<file path="src/rtl/adder_share_arbiter.sv">
// adder_share_arbiter: round-robin sharing of a single 8-bit adder (Adder_8)
// among NUM_REQ requesters. One op per grant. The operands are registered,
// added, and the result is returned on a ready/valid response port.
// Optional per-requester grant counters are built when ADDER_ARB_STATS_EN is defined.

// Adder_8: 8-bit adder with an 8-bit carry-in operand (only bit 0 is ever nonzero here)
module Adder_8 (
  input  logic [7:0] a,
  input  logic [7:0] b,
  input  logic [7:0] cin,
  output logic [7:0] sum,
  output logic       cout
);
  assign {cout, sum} = {1'b0, a} + {1'b0, b} + {1'b0, cin};
endmodule

module adder_share_arbiter #(
  parameter int NUM_REQ = 4,
  parameter int ID_W    = 2
) (
  input  logic                 clk,
  input  logic                 rst_n,
  input  logic [NUM_REQ-1:0]   req_valid,
  input  logic [NUM_REQ*8-1:0] req_a,
  input  logic [NUM_REQ*8-1:0] req_b,
  input  logic [NUM_REQ-1:0]   req_cin,
  output logic [NUM_REQ-1:0]   req_gnt,
  output logic                 rsp_valid,
  output logic [ID_W-1:0]      rsp_id,
  output logic [7:0]           rsp_sum,
  output logic                 rsp_cout,
  input  logic                 rsp_ready,
  output logic                 busy
`ifdef ADDER_ARB_STATS_EN
  , output logic [NUM_REQ*16-1:0] stat_grants
`endif
);

  typedef enum logic [1:0] {IDLE, EXEC, RESP} state_t;

  state_t          state, state_nxt;
  logic [ID_W-1:0] ptr, k;
  logic            found, gnt_en;
  logic [7:0]      sel_a, sel_b;
  logic            sel_cin;
  logic [7:0]      op_a, op_b;
  logic            op_cin;
  logic [ID_W-1:0] op_id;
  logic [7:0]      add_sum;
  logic            add_cout;

  // Round-robin pick: lowest valid index at or above ptr, else lowest valid overall
  always_comb begin
    found = 1'b0;
    k     = '0;
    for (int j = NUM_REQ-1; j >= 0; j--)
      if (req_valid[j]) begin
        k     = ID_W'(j);
        found = 1'b1;
      end
    for (int j = NUM_REQ-1; j >= 0; j--)
      if (req_valid[j] && ID_W'(j) >= ptr) k = ID_W'(j);
  end

  // A grant can go out from IDLE, or from RESP in the cycle the response is taken
  assign gnt_en = rst_n && found &&
                  ((state == IDLE) || (state == RESP && rsp_ready));

  // One-hot grant and operand mux; only the granted slice is looked at
  always_comb begin
    req_gnt = '0;
    sel_a   = '0;
    sel_b   = '0;
    sel_cin = 1'b0;
    for (int j = 0; j < NUM_REQ; j++)
      if (k == ID_W'(j)) begin
        req_gnt[j] = gnt_en;
        sel_a      = req_a[8*j +: 8];
        sel_b      = req_b[8*j +: 8];
        sel_cin    = req_cin[j];
      end
  end

  // State register
  always_ff @(posedge clk or negedge rst_n)
    if (!rst_n) state <= IDLE;
    else        state <= state_nxt;

  // Next-state logic
  always_comb begin
    state_nxt = state;
    case (state)
      IDLE:    if (gnt_en) state_nxt = EXEC;
      EXEC:    state_nxt = RESP;
      RESP:    if (rsp_ready) state_nxt = gnt_en ? EXEC : IDLE;
      default: state_nxt = IDLE;
    endcase
  end

  Adder_8 u_add (
    .a    (op_a),
    .b    (op_b),
    .cin  ({7'b0, op_cin}),
    .sum  (add_sum),
    .cout (add_cout)
  );

  // Operand capture on grant, result capture in EXEC
  always_ff @(posedge clk or negedge rst_n)
    if (!rst_n) begin
      ptr      <= '0;
      op_a     <= '0;
      op_b     <= '0;
      op_cin   <= 1'b0;
      op_id    <= '0;
      rsp_sum  <= '0;
      rsp_cout <= 1'b0;
      rsp_id   <= '0;
    end else begin
      if (gnt_en) begin
        op_a   <= sel_a;
        op_b   <= sel_b;
        op_cin <= sel_cin;
        op_id  <= k;
        ptr    <= (k == ID_W'(NUM_REQ-1)) ? '0 : k + ID_W'(1);
      end
      if (state == EXEC) begin
        rsp_sum  <= add_sum;
        rsp_cout <= add_cout;
        rsp_id   <= op_id;
      end
    end

  assign rsp_valid = (state == RESP);
  assign busy      = (state != IDLE);

`ifdef ADDER_ARB_STATS_EN
  logic [NUM_REQ-1:0][15:0] cnt;

  for (genvar g = 0; g < NUM_REQ; g++) begin : g_stat
    // Saturating grant counter for requester g
    always_ff @(posedge clk or negedge rst_n)
      if (!rst_n)                              cnt[g] <= '0;
      else if (req_gnt[g] && cnt[g] != 16'hFFFF) cnt[g] <= cnt[g] + 16'd1;
  end

  assign stat_grants = cnt;
`endif

endmodule

</file>
<file path="config.mk">
export PLATFORM = sky130hd
export DESIGN_NAME = adder_share_arbiter
export DESIGN_NICKNAME = d
export VERILOG_FILES = /design/src/rtl/adder_share_arbiter.sv
export SDC_FILE = /design/constraint.sdc
export NUM_CORES = 1
export LEC_CHECK = 0
export BUFFER_PORTS_ARGS = -buffer_cell sky130_fd_sc_hd__buf_2
export CORE_MARGIN = 2
export CORE_UTILIZATION = 30
export CTS_CLUSTER_SIZE = 20
export DETAILED_ROUTE_END_ITERATION = 8
export GPL_TIMING_DRIVEN = 1
export RECOVER_POWER = 25
export SYNTH_ARGS = -nofsm -noshare
export SYNTH_HDL_FRONTEND = slang
export SYNTH_SLANG_ARGS = --single-unit
</file>
<file path="constraint.sdc">
create_clock -name clk -period 4.3 [get_ports clk]
set_clock_uncertainty 0.15 [all_clocks]
set_input_delay 0.645 -clock clk [delete_from_list [all_inputs] [get_ports clk]]
set_output_delay 0.645 -clock clk [all_outputs]
set_load 0.02 [all_outputs]
</file>
; ---- Word level (Yosys, flattened, before mapping)
; Index checks and enable logic that the tools add are counted.
[totals]
latchBits = 0
input_bits = 75
rom_bits = 0
elab_cells = 68
ram_bits = 0
ff_bits = 34
mem_count = 0
output_inout_bits = 17
[classes]
reduce_logical = 12
addsub = 3
n_mux = 33
n_bitwise = 0
mul = 0
n_eq_ne = 7
div_mod_pow = 0
shift = 0
magnitude_cmp = 4
[ops]
columns = op, n
row1 = 2-to-1 mux 8 bit, 8
row2 = 2-to-1 mux 2 bit, 11
row3 = 2-to-1 mux 1 bit, 13
row4 = adder 8 x 8 -> 9 bit, 1
row5 = adder 9 x 1 -> 9 bit, 1
row6 = logical AND 1 bit, 7
row7 = equality test 2 bit (second input constant), 3
row8 = case mux 2 bit (3 select lines), 1
row9 = equality test 2 x 1 -> 1 bit (second input constant), 2
row10 = >= comparator 1 x 2 -> 1 bit (first input constant), 2
row11 = >= comparator 2 bit (first input constant), 2
row12 = zero test 2 bit, 2
row13 = adder 2 x 1 -> 2 bit (second input constant), 1
row14 = != test 2 x 1 -> 1 bit (second input constant), 1
row15 = != test 2 bit (second input constant), 1
row16 = AND reduction 2 bit, 1
row17 = nonzero test 2 bit, 1
row18 = logical OR 1 bit, 1

; ---- Logic depth before layout (Yosys ltp)
[depth]
word_depth = 13
mapped_depth = 11
ltp_nobuf = 9

; ---- Cells and area by module
; Synthesis repeated with hierarchy kept, for this count alone.
[hier_totals]
cells_unflattened = 293
area_unflattened_um2 = 2688.8
[by_module_without_submodules]
columns = module, area_per_inst_um2, cells_per_inst, n_inst, seq_area_each_um2
row1 = adder_share_arbiter, 2132.0, 231, 1, 850.8
row2 = Adder_8, 556.8, 62, 1, 0.0

; ---- Least setup slack after synthesis
; OpenSTA, ideal clock, no wires.
[synth_timing]
kind = input-to-output
start = in req_valid[3]
end = out req_gnt[3]
arrival_ns = 2.177
path_buffers = 2
cell_stages = 7
path_slack_ns = 1.328
required_ns = 3.505
cell_sequence = nand3b_1 -> o21ai_0 -> a221oi_1 -> ha_1 -> clkbuf_1 -> clkbuf_1 -> and2_1
[synth_between]
elab_chain_cells = 10
elab_cells_between_ends = 17
classes_between = eq/ne: 1 / mux: 13 / reduce/logical: 3
[synth_lines]
columns = element, line_no
row1 = "start, declared", 23  ; input logic [NUM_REQ-1:0] req_valid,
row2 = 2-to-1 mux 2 bit (4 in a row), 57  ; if (req_valid[j]) begin
row3 = 2-to-1 mux 2 bit * (4 in a row), 62  ; if (req_valid[j] && ID_W'(j) >= ptr) k = ID_W'(j);
row4 = net k[1], 42  ; logic [ID_W-1:0] ptr, k;
row5 = equality test 2 bit *, 76  ; if (k == ID_W'(j)) begin
row6 = 2-to-1 mux 1 bit *, 76
row7 = "end, declared", 27  ; output logic [NUM_REQ-1:0] req_gnt,
; Mark *: on every way through the listed nets, which the timed path passes. The rest lies on a longest branch.

; ---- Worst setup path after layout
[layout_timing]
start = reg ptr[1]
end = out req_gnt[1]
[layout_between]
elab_chain_cells = 8
elab_cells_between_ends = 14
classes_between = order compare: 4 / eq/ne: 1 / mux: 5 / reduce/logical: 4
[layout_lines]
columns = element, line_no
row1 = "start, declared", 42
row2 = "start signal, assigned", 125  ; ptr <= (k == ID_W'(NUM_REQ-1)) ? '0 : k + ID_W'(1);
row3 = >= comparator 2 bit, 62
row4 = logical AND 1 bit, 62
row5 = 2-to-1 mux 2 bit (3 in a row), 62
row6 = 2-to-1 mux 2 bit *, 62
row7 = net k[0], 42
row8 = equality test 2 x 1 -> 1 bit *, 76
row9 = 2-to-1 mux 1 bit *, 76
; Marked as above.

==> reports/metrics.yaml <==
worst_hold_path:
  hold_start: "rsp_sum[2]"
  hold_path_class: "flop to flop"
  hold_depth: 2
  min_to: "rsp_sum[2]"
synthesis:
  ys.flop_type: "dfrtp_1"
  synth-edff-count: 0
  synth_fa_ha_area_share_pct: 7.52
  yosysMostFrequentCell: "a21oi_1"
  synth_top_area_cell: "dfrtp_1"
  synth_top_family_by_area: "compound AO/OA/AOI/OAI gates"
  syn_nets: 379
  ys_ff_latch: 34
  syn_area_mm2: 0.00236
  ys_seq_area_share_pct: 36.0
  synth_mux_area_share_pct: 2.28
  ys_warn_count: 0
  syn_area_per_cell_um2: 8.12
  async_flop_share_pct: 100
  syn_inst: 291
  synth.area.top_cells: "dfrtp_1, a21oi_1, ha_1, o21ai_0, a22oi_1"
  ys_types: 38
  netlist.area_leader.share_pct: 36.0
  yosys.area_share.simple_pct: 16.2
  synth_common_cells: "a21oi_1, dfrtp_1, inv_1"
  synth_compound_gate_area_share_pct: 28.8
  synth-xor-area-share_pct: 0.371
cts:
  cts.sinks: 34
  path_clk_slew_ns: 0.07
  cts_buffer_depth: 2
  cts_hold_buf: 0
  cts_setup_buffers: 0
  cts_made_buffers: 5
  cts_resized: 0
  worstSkewPairLatency_ns: 0.28
  cts_tree: "built"
  cts_root_buffer: "clkbuf_8"
  htreeDepth: 2
run:
  drv_cap: 1
sta:
  max_freq_mhz: 276
  slew-limit-headroom_pct: -20.9
  hold_viol: 0
  fin_crit_sh_pct: 84.2
  setup_viol: 0
  setup_tns_ns: 0
  setup_slack_ns: 0.680
  min_period_ns: 3.62
  rsz0062_at_grt: "false"
  tightest_slew_ns: 1.81
  drv_slew: 35
finish:
  nets: 460
  drive_above_1_share_pct: 28.7
  design_area_mm2: 0.00296
  n_antenna_cell: 0
  instances_no_fill: 475
  fill_cells: 818
  multiInputGateArea_mm2: 0.00130
  ff_latch_area_um2: 851
  synthToLayoutAreaGrowth_pct: 25.1
drt:
  drc: 0
  drtIter0Drc: 144
  post_drt_wl_per_cell_um: 12.1
  vias_per_cell: 4.84
  detail_route.first_pass.iterations: 5
  wl_um: 5760
  ant_nets: 0
  routed-via-count: 2298
placement:
  dp_hpwl_um: 4470
  placed_area_mm2: 0.00287
  dp_slack_ns: 0.724
  globalplace.congestion: 0.809
  numPortBuffers: 91
  post-place-cells: 467
worst_setup_path:
  reg2reg_slack_ns: 1.27
  cp-end-kind: "output pin"
  slowest_delay_ns: 0.95
  cpMaxStageDelayCell: "ha_1"
  timing.rr.end: "op_b[4]"
  r2r-start: "ptr[1]"
  reg2reg_depth: 6
  cp_max_fo: 35
  cp.depth: 5
  cpLargestDelayFamily: "adder cells"
  crit_required_ns: 3.50
  start_kind: "flop"
  arrival_ns: 2.82
  worst-path-buf-inv: 1
  path_cells: "mux2i_1 -> a221oi_1 -> ha_1 -> and2_1 -> buf_2"
  path_class: "flop to output pin"
pwr:
  internal_power_w: 0.00109
  leakagePower_nw: 1.44
  p_seq_share_pct: 28.9
  power.share.clock_pct: 12.2
  ir_worst_vdd_uv: 256
  combPwrFrac_pct: 59.0
  swShare_pct: 44.8
  p_switching_w: 0.000885
  p_per_area_mw_per_mm2: 668
floorplan:
  core_mm2: 0.00769
  fp.dieW_um: 92.7
  std_cell_rows: 32
  initial_utilization_pct: 30.7
  ios: 92
  die_y_um: 92.7
  dieArea_mm2: 0.00860
grt:
  first_global_vias: 2120
  grt_usage_pct: 13.5
  grt_start_max_net_pins: 46
  grt_pass1_wl_um: 9620
  grt_overflow: 0
  antenna_found_initial: 0
run_status:
  outcome: "finished with violations"
  violations: "max-capacitance violations, max-slew violations"
[worst reg2reg max path: stages, from the launching register on]
cell	delay [ns]
dfrtp_1	0.43
mux2i_1	0.15
a221oi_1	0.62
ha_1	0.95
o21ai_0	0.31
a22oi_1	0.21
a21oi_1	0.09
[through the flow]
| stage | total power (W) | hold WS, ns | util, % |
|---|---|---|---|
| floorplan | 0.00145 | 0.199 | - |
| global placement | 0.00172 | 0.311 | 37.3 |
| detailed placement | 0.00174 | 0.317 | 37.3 |
| CTS | 0.00199 | 0.260 | 38.5 |
| global route | 0.00218 | 0.361 | 38.4 |
| finish | 0.00198 | 0.322 | 38.4 |
[layer usage]
layer,track usage (%),up-vias,part of all wire [%]
met5,0,-,0
li1,-,1188,-
met2,20.4,99,41
met4,3.80,0,1.4
met1,20.1,1003,52
met3,1.79,8,6.0
[power groups by stage]
stage | logic [W] | registers [W] | clock network [W]
floorplan | 0.000827 | 0.000620 | 0
global placement | 0.00114 | 0.000576 | 0
detailed placement | 0.00116 | 0.000580 | 0
CTS | 0.00117 | 0.000574 | 0.000249
global route | 0.00133 | 0.000591 | 0.000262
finish | 0.00116 | 0.000570 | 0.000241
[cell families (layout without fill, tap and decap cells)]
kind of cell | after synthesis | after routing
AOI/OAI and AO/OA | 116 | 116
xor gates and xnor gates | 1 | 1
adders and majority gates | 13 | 13
buffers and inverters | 48 | 130
DFF | 34 | 34
muxes | 5 | 5
and+or+nand+nor | 74 | 74
[worst max path at each step]
stage / slack (ns) / end / from
2_1_floorplan: 1.33 / req_gnt[3] / req_valid[3]
3_3_place_gp: 0.85 / req_gnt[1] / req_valid[3]
3_5_place_dp: 0.72 / req_gnt[1] / req_valid[3]
4_1_cts: 0.71 / req_gnt[1] / ptr[1]
5_1_grt: 0.49 / req_gnt[1] / ptr[1]
6_report: 0.68 / req_gnt[1] / ptr[1]
[layout make-up]
class                      count  share of cell area [%]
clock buffer                   7                    2.92
multi-input combinational    209                    44.1
tap                          102                    4.32
sequential                    34                    28.8
inverter                      27                    3.43
timing repair buffer          95                    16.3
clock inverter                 1                   0.169
[sequential cells by signal (all words and copies together) (netlist names)]
signal    cells
ptr           2
state         2
rsp_cout      1
rsp_sum       8
op_id         2
op_cin        1
op_b          8
op_a          8
rsp_id        2
[layout by cell type (no fill, tap or decap), types with 3 or more instances in the layout]
master / netlist / final
and2_1: 4 / 4
buf_4: 2 / 3
mux2_2: 3 / 3
nor3_1: 4 / 4
nor2_1: 19 / 19
o31ai_1: 3 / 3
ha_1: 11 / 11
nor3b_1: 4 / 4
o21ai_0: 26 / 26
clkbuf_8: 0 / 6
buf_2: 5 / 91
a211oi_1: 4 / 4
nand2_1: 26 / 26
a21oi_1: 53 / 53
nand2b_1: 4 / 4
inv_1: 27 / 27
o21a_1: 5 / 5
a22oi_1: 17 / 17
dfrtp_1: 34 / 34
a221oi_1: 3 / 3
Power figures use the tool's default switching activity.
